## config.mk

```make
export PLATFORM = sky130hd
export DESIGN_NAME = mvm_run_sequencer
export DESIGN_NICKNAME = d
export VERILOG_FILES = /design/src/rtl/mvm_run_sequencer.sv
export SDC_FILE = /design/constraint.sdc
export NUM_CORES = 1
export LEC_CHECK = 0
export BUFFER_PORTS_ARGS = -buffer_cell sky130_fd_sc_hd__buf_2
export CORE_MARGIN = 4
export CORE_UTILIZATION = 50
export CTS_CLUSTER_DIAMETER = 120
export DETAILED_ROUTE_END_ITERATION = 8
export PLACE_DENSITY = 0.7
export RECOVER_POWER = 25
export SLEW_MARGIN = 20
export SYNTH_ARGS = -nofsm -noshare
export SYNTH_HDL_FRONTEND = slang
export SYNTH_SLANG_ARGS = --single-unit
export TNS_END_PERCENT = 30
```

## constraint.sdc

```tcl
create_clock -name clk -period 4.1 [get_ports clk]
set_input_delay 0.41 -clock clk [delete_from_list [all_inputs] [get_ports clk]]
set_output_delay 0.41 -clock clk [all_outputs]
set_load 0.03 [all_outputs]
```

## src/rtl/mvm_run_sequencer.sv

```systemverilog
// Runs the matrix-vector core N times back to back and streams {run_idx, cycle, sum} through a FWFT FIFO.
// Optional build macro RUN_TIMEOUT_EN adds a per-run WAIT watchdog that aborts the batch.
module mvm_run_sequencer #(
  parameter int SUM_W      = 24,
  parameter int CYC_W      = 10,
  parameter int RUNS_W     = 8,
  parameter int FIFO_DEPTH = 4,
  parameter int RST_CYCLES = 2,
  parameter int TIMEOUT    = 1023
) (
  input  logic                            clk,
  input  logic                            reset,
  input  logic                            start,
  input  logic [RUNS_W-1:0]               num_runs,
  output logic                            core_reset_n,
  input  logic [SUM_W-1:0]                core_sum,
  input  logic [CYC_W-1:0]                core_cycle,
  input  logic                            core_done,
  output logic                            res_valid,
  input  logic                            res_ready,
  output logic [RUNS_W+CYC_W+SUM_W-1:0]   res_data,
  output logic                            busy,
  output logic                            run_complete,
  output logic                            timeout_err,
  output logic [1:0]                      dbg_state
);

  localparam int DATA_W = RUNS_W + CYC_W + SUM_W;
  localparam int PTR_W  = (FIFO_DEPTH > 1) ? $clog2(FIFO_DEPTH) : 1;
  localparam int CNT_W  = PTR_W + 1;
  localparam int HOLD_W = (RST_CYCLES > 1) ? $clog2(RST_CYCLES) : 1;

  typedef enum logic [1:0] {IDLE = 2'd0, HOLD = 2'd1, WAIT = 2'd2, FULLW = 2'd3} state_t;

  // Handshake: an entry moves out on a cycle where res_valid and res_ready are both high;
  // res_data is stable while res_valid is high and res_ready is low.

  state_t              state_q, state_d;
  logic [RUNS_W-1:0]   num_q, run_idx_q;
  logic [HOLD_W-1:0]   hold_cnt_q;
  logic                done_q;
  logic                core_rst_n_q;
  logic                run_complete_q;
  logic                timeout_q;

  logic [DATA_W-1:0]   mem [FIFO_DEPTH];
  logic [PTR_W-1:0]    wr_ptr_q, rd_ptr_q;
  logic [CNT_W-1:0]    count_q;

  logic accept, cap, space, push, pop, last_run, timeout_hit;

  // Output / control decode
  always_comb begin
    accept      = 1'b0;
    cap         = 1'b0;
    push        = 1'b0;
    space       = (count_q != CNT_W'(FIFO_DEPTH));
    last_run    = (run_idx_q == num_q - 1'b1);
    pop         = (count_q != '0) && res_ready;
    case (state_q)
      IDLE:    accept = start && (num_runs != '0);
      WAIT: begin
        cap  = core_done && !done_q;
        push = cap && space;
      end
      FULLW:   push = space;
      default: ;
    endcase
  end

`ifdef RUN_TIMEOUT_EN
  localparam int TW = $clog2(TIMEOUT + 1);
  logic [TW-1:0] wcnt_q;

  assign timeout_hit = (state_q == WAIT) && !cap && (wcnt_q == TW'(TIMEOUT - 1));

  // Counts cycles spent in WAIT; zero on every entry
  always_ff @(posedge clk) begin
    if (reset || state_q != WAIT) wcnt_q <= '0;
    else                          wcnt_q <= wcnt_q + 1'b1;
  end
`else
  // Constant low; the comparison only keeps the parameter referenced
  assign timeout_hit = (TIMEOUT < 0);
`endif

  // Next-state logic
  always_comb begin
    state_d = state_q;
    case (state_q)
      IDLE:  if (accept) state_d = HOLD;
      HOLD:  if (hold_cnt_q == '0) state_d = WAIT;
      WAIT: begin
        if (cap) begin
          if (!space)        state_d = FULLW;
          else if (last_run) state_d = IDLE;
          else               state_d = HOLD;
        end else if (timeout_hit) begin
          state_d = IDLE;
        end
      end
      FULLW: if (space) state_d = last_run ? IDLE : HOLD;
      default: state_d = IDLE;
    endcase
  end

  // State register and sequencing datapath
  always_ff @(posedge clk) begin
    if (reset) begin
      state_q        <= IDLE;
      num_q          <= '0;
      run_idx_q      <= '0;
      hold_cnt_q     <= '0;
      done_q         <= 1'b0;
      core_rst_n_q   <= 1'b0;
      run_complete_q <= 1'b0;
      timeout_q      <= 1'b0;
    end else begin
      state_q <= state_d;
      if (accept) begin
        num_q     <= num_runs;
        run_idx_q <= '0;
        timeout_q <= 1'b0;
      end else if (push && !last_run) begin
        run_idx_q <= run_idx_q + 1'b1;
      end
      if (timeout_hit) timeout_q <= 1'b1;
      if (state_d == HOLD && state_q != HOLD) hold_cnt_q <= HOLD_W'(RST_CYCLES - 1);
      else if (state_q == HOLD)               hold_cnt_q <= hold_cnt_q - 1'b1;
      // Edge detector only armed in WAIT, so a done already high on entry still captures
      done_q         <= (state_q == WAIT) && core_done;
      core_rst_n_q   <= (state_d == WAIT) || (state_d == FULLW);
      run_complete_q <= (push && last_run) || timeout_hit;
    end
  end

  // Result FIFO pointers and occupancy
  always_ff @(posedge clk) begin
    if (reset) begin
      wr_ptr_q <= '0;
      rd_ptr_q <= '0;
      count_q  <= '0;
    end else begin
      if (push) wr_ptr_q <= wr_ptr_q + 1'b1;
      if (pop)  rd_ptr_q <= rd_ptr_q + 1'b1;
      case ({push, pop})
        2'b10:   count_q <= count_q + 1'b1;
        2'b01:   count_q <= count_q - 1'b1;
        default: count_q <= count_q;
      endcase
    end
  end

  always_ff @(posedge clk) begin
    if (push) mem[wr_ptr_q] <= {run_idx_q, core_cycle, core_sum};
  end

  assign res_valid    = (count_q != '0);
  assign res_data     = res_valid ? mem[rd_ptr_q] : '0;
  assign core_reset_n = core_rst_n_q;
  assign busy         = (state_q != IDLE);
  assign run_complete = run_complete_q;
  assign timeout_err  = timeout_q;
  assign dbg_state    = state_q;

endmodule

```

---- Word level (Yosys, flattened, before mapping) ----
Memory sizes are Yosys's and may differ from the RTL's. A register that Yosys moved wholly into a read port is not among the register bits.
Index checks and enable logic that the tools add are counted.
cells by class
  $add $sub $neg .......................... 7
  eq/ne operators ......................... 11
  order comparisons ....................... 0
  bitwise gates (word level) .............. 0
  shift operators ......................... 0
  multiply operators ...................... 0
  divide/modulo/power cells ............... 0
  reductions and logical operators ........ 18
  muxes and demuxes ....................... 18
operator list
  operator                                          number
  2-to-1 mux 42 bit                                 1
  2-to-1 mux 2 bit                                  7
  == test 2 bit, second input constant              5
  adder 8 x 1 -> 8 bit, second input constant       1
  == test 8 bit                                     1
  logical AND 1 bit                                 8
  one-hot mux 2 bit (4 select lines)                1
  nonzero test 8 bit                                1
  subtractor 8 x 1 -> 8 bit, second input constant  1
  2-to-1 mux 1 bit                                  7
  == test 2 x 1 -> 1 bit, second input constant     3
  one-hot mux 3 bit (2 select lines)                1
  nonzero test 2 bit                                3
  adder 2 x 1 -> 2 bit, second input constant       2
  adder 3 x 1 -> 3 bit, second input constant       1
  != test 3 bit, second input constant              1
  nonzero test 3 bit                                1
  subtractor 3 x 1 -> 3 bit, second input constant  1
  zero test 1 bit                                   2
  zero test 2 bit                                   1
  != test 2 x 1 -> 1 bit, second input constant     1
  one-hot mux 1 bit (2 select lines)                1
  OR reduction 2 bit                                1
  logical OR 1 bit                                  1
  subtractor 1 bit, second input constant           1
storage, ports and cells
  latch bits .............................. 0
  memories kept ........................... 1
  logic and storage cells ................. 65
  bits of input ports ..................... 47
  register bits ........................... 29
  memory bits (read-only) ................. 0
  memory bits (writable) .................. 168
memory list
  name  depth  bits a word  read ports  clocked after Yosys merged registers in  write ports  RTL line  RTL
  mem   4      42           1           1                                        1            46        logic [DATA_W-1:0] mem [FIFO_DEPTH];

---- Depth between registers and ports, before layout ----
  depth after elaboration ................. 9
  mapped depth ............................ 12
  mapped depth without buffers ............ 10

---- Worst setup path before layout ----
Ideal clock, no wire load.
  kind .................................... register to register
  start ................................... register state_q[1], in the netlist dbg_state[1]
  end ..................................... memory mem[0][0] (netlist bit) (enable)
  data required time ...................... 3.697 ns
  stages on the path, launching flop included .. 5
  setup time .............................. 0.403 ns
  data arrival time ....................... 2.307 ns
  clock period less this slack ............ 2.710 ns
  setup slack ............................. 1.390 ns
  cell sequence ........................... dfxtp_1 clkbuf_1 and3_1 clkbuf_1 and2_1
between the ends
  longest elaborated chain between the ends .. 4
ends and longest elaborated chain
  element                                   RTL line  RTL
  start, declared                           38        state_t state_q, state_d;
  start signal, assigned                    119       state_q <= state_d;
  == test 2 bit                             60        case (state_q)
  one-hot mux 1 bit (2 select lines) *      60
  2-to-1 mux 1 bit *                        155       if (push) mem[wr_ptr_q] <= {run_idx_q, core_cycle, core_sum};
  2-to-1 mux 1 bit (not written as such) *  155
  end, declared                             46
Mark *: on every way between the ends. The rest lies on a longest branch, timed or not.

==> results.yml <==
run_status:
  status: "finished, final reports clean"
synthesis:
  yosysTopAreaCellShare_pct: 63.10
  synth-edff-count: 168
  yosysTopAreaCell: "edfxtp_1"
  synth_cell_types: 48
  synth_common_cells: "edfxtp_1 (168), and2_1 (47), mux4_2 (42)"
  syn_area_per_cell_um2: 17.12
  synth_top_flop_cell: "edfxtp_1"
  yosysSeqAreaShare_pct: 70.61
  synth_most_common_cell: "edfxtp_1"
  synth_area_leaders: "edfxtp_1 (63%), mux4_2 (12%), dfxtp_1 (7.5%), and2_1 (3.7%), a21oi_1 (1.3%)"
  synth_seq_cells: 198
  synth_cells: 467
  postSynth.asyncResetShare_pct: 0
  synth_area_mm2: 0.007995
  synth_nets: 522
  ys.warnings.count: 0
power:
  irDropWorstVdd_v: 0.0003367
  leakage_uw: 0.003071
  cellPowerDensity_mw_per_mm2: 522.2
final_layout:
  diodes: 0
  layout-drive-gt1-share_pct: 26.32
  layout.cells.non_filler: 781
  nets: 612
  synthToLayoutAreaGrowth_pct: 14.52
route:
  viasPerCell: 5.476
  ant_nets: 0
  remaining_drc_errors: 0
  vias: 4277
  dr.pass1.iters: 5
  initialDrtViolationCount: 259
  wirelength_mm: 14.38
  wl_per_cell_um: 18.41
worst_setup_path:
  required_ps: 3690
  r2r-end: "dbg_state[0]"
  rr_startpoint: "run_idx_q[5]"
  start_kind: "register"
  arrival_ps: 2340
  critPathKind: "register to output pin"
  reg2reg_depth: 6
  r2r_setup_slack_ps: 1460
  cp-end-kind: "output pin"
  worstPathMaxFanout: 42
timing:
  fin_tns_setup_ps: 0
  min_period_ps: 2745
  clock_skew_ps: 6.833
  worst_pin_slew_ps: 861.0
  period_share_pct: 66.96
  final_max_slew_viol_count: 0
  max-slew-margin-rel_pct: 42.60
  hold_viol_final: 0
  rsz0062_at_grt: "false"
  final-setup-viol-count: 0
  fmax_ghz: 0.3643
clock_network:
  cts_hold_buf: 0
  cts-root-buf: "clkbuf_16"
  cts.sinks: 198
  cts_max_level: 4
  clock_latency_ps: 420
  post-cts-setup-buffer-count: 0
  cts_tree: "yes"
  cts_resized: 0
  cts_buffers: 17
  cts.clk_slew.worst_paths_ps: 60
  clockBufferDepth: 2
global_routing:
  track_usage_pct: 16.90
  grt_pass1_wl_mm: 23.10
  grt_pass1_vias: 4386
  antenna_found_initial: 0
  grt_max_degree: 45
  overflow: 0
worst_hold_path:
  hp-start: "core_sum[5]"
  hold_path.class: "input port to register"
  hold_depth: 1
  min_to: "mem[2][5]"
placement:
  portBuffers: 94
  dpl.cell_count: 749
  routabilityCongestion: 0.7803
  hpwl_mm: 8.989
die:
  fp.coreArea_mm2: 0.01543
  ios: 96
  start_util_pct: 51.82
  rows: 45
  die_h_um: 134.5
  fp.dieArea_mm2: 0.01808
  fp.dieW_um: 134.5
run:
  max_cap_viol_count: 0
logic make-up (layout without fill, tap and decap cells):
| kind of cell | Yosys count | after routing | share of synthesized area, % |
|---|---|---|---|
| fa+ha+maj | 8 | 8 | 1.346 |
| xor+xnor | 13 | 13 | 1.424 |
| mux | 44 | 44 | 12.08 |
| buf+inv | 40 | 143 | 2.144 |
| other cells | 1 | 1 | 0.04690 |
| simple gates | 122 | 122 | 8.873 |
| flops | 198 | 198 | 70.61 |
| compound gates | 41 | 41 | 3.474 |
metrics by stage:
stage	worst slack [ps]	utilization, %	instance area [um^2]	hold slack [ps]	total power, uW
after floorplan	1390	-	7995	447.8	3086
after global placement	1616	55.93	8628	464.8	3349
after detailed placement	1490	56.20	8671	482.9	3374
after CTS	1256	59.56	9189	177.8	4843
after global routing	1154	59.35	9156	199.0	5000
final	1355	59.35	9156	217.4	4781
power by group:
part	total [uW]	internal [uW]	leakage, uW	switching [uW]
clock	1470	823	0.000252	652
sequential	2340	2240	0.00175	106
combinational	963	385	0.00107	577
total	4780	3450	0.00307	1340
per-layer routing:
metal	wire, um	share of wire, %	track usage (%)
met5	0	0	0
met4	138	0.96	5.090
met3	864	6.0	5.328
met2	7239	50	28.24
met1	6133	43	21.39
placed cells by master (no fill, tap or decap), types with 3 or more instances in the layout:
cell type | netlist | final
nand2_1 | 15 | 15
buf_2 | 5 | 66
inv_1 | 11 | 11
edfxtp_1 | 168 | 168
clkbuf_1 | 18 | 36
nand2b_1 | 6 | 6
nand3_1 | 14 | 14
and2_1 | 47 | 43
or3_1 | 4 | 4
o31ai_1 | 4 | 4
clkbuf_16 | 0 | 17
or4_1 | 6 | 6
xnor2_1 | 3 | 3
nor2_1 | 13 | 13
clkbuf_8 | 0 | 3
o211ai_1 | 3 | 3
mux4_2 | 42 | 42
xor2_1 | 10 | 10
a21oi_1 | 20 | 20
inv_2 | 3 | 3
dfxtp_1 | 30 | 28
ha_1 | 7 | 7
layout make-up:
type / instances / area [um^2]
clock inverter: 4 / 21.27
inverter: 14 / 52.55
tap: 211 / 264.0
multi-input combinational: 229 / 2186
timing repair buffer: 97 / 483.0
sequential: 198 / 5653
clock buffer: 28 / 496.7
fill: 1201 / 6271
sequential cells by signal, indices dropped and copies added, names as in the netlist, named ones only:
name and cells:
mem 168, count_q 3, num_q 8, rd_ptr_q 2, run_idx_q 8, hold_cnt_q 1, wr_ptr_q 2, dbg_state 2
run_complete 1, done_q 1
worst max path at each step:
| stage | cells after the start | to | startpoint | slack (ps) |
|---|---|---|---|---|
| 5_1_grt | 3 | res_data[34] | register | 1150 |
| 6_report | 3 | res_data[34] | register | 1350 |
| 3_5_place_dp | 11 | count_q[2] | core_done | 1490 |
| 2_1_floorplan | 4 | mem[0][0] | dbg_state[1] | 1390 |
| 3_3_place_gp | 5 | mem[3][22] | core_done | 1620 |
| 4_1_cts | 3 | res_data[34] | register | 1260 |
critical path: stages, from the launching register on:
cell	delay (ps)
dfxtp_4	910
mux4_2	600
and2_1	190
buf_2	180
No activity file was read; power rests on OpenSTA's default activity.
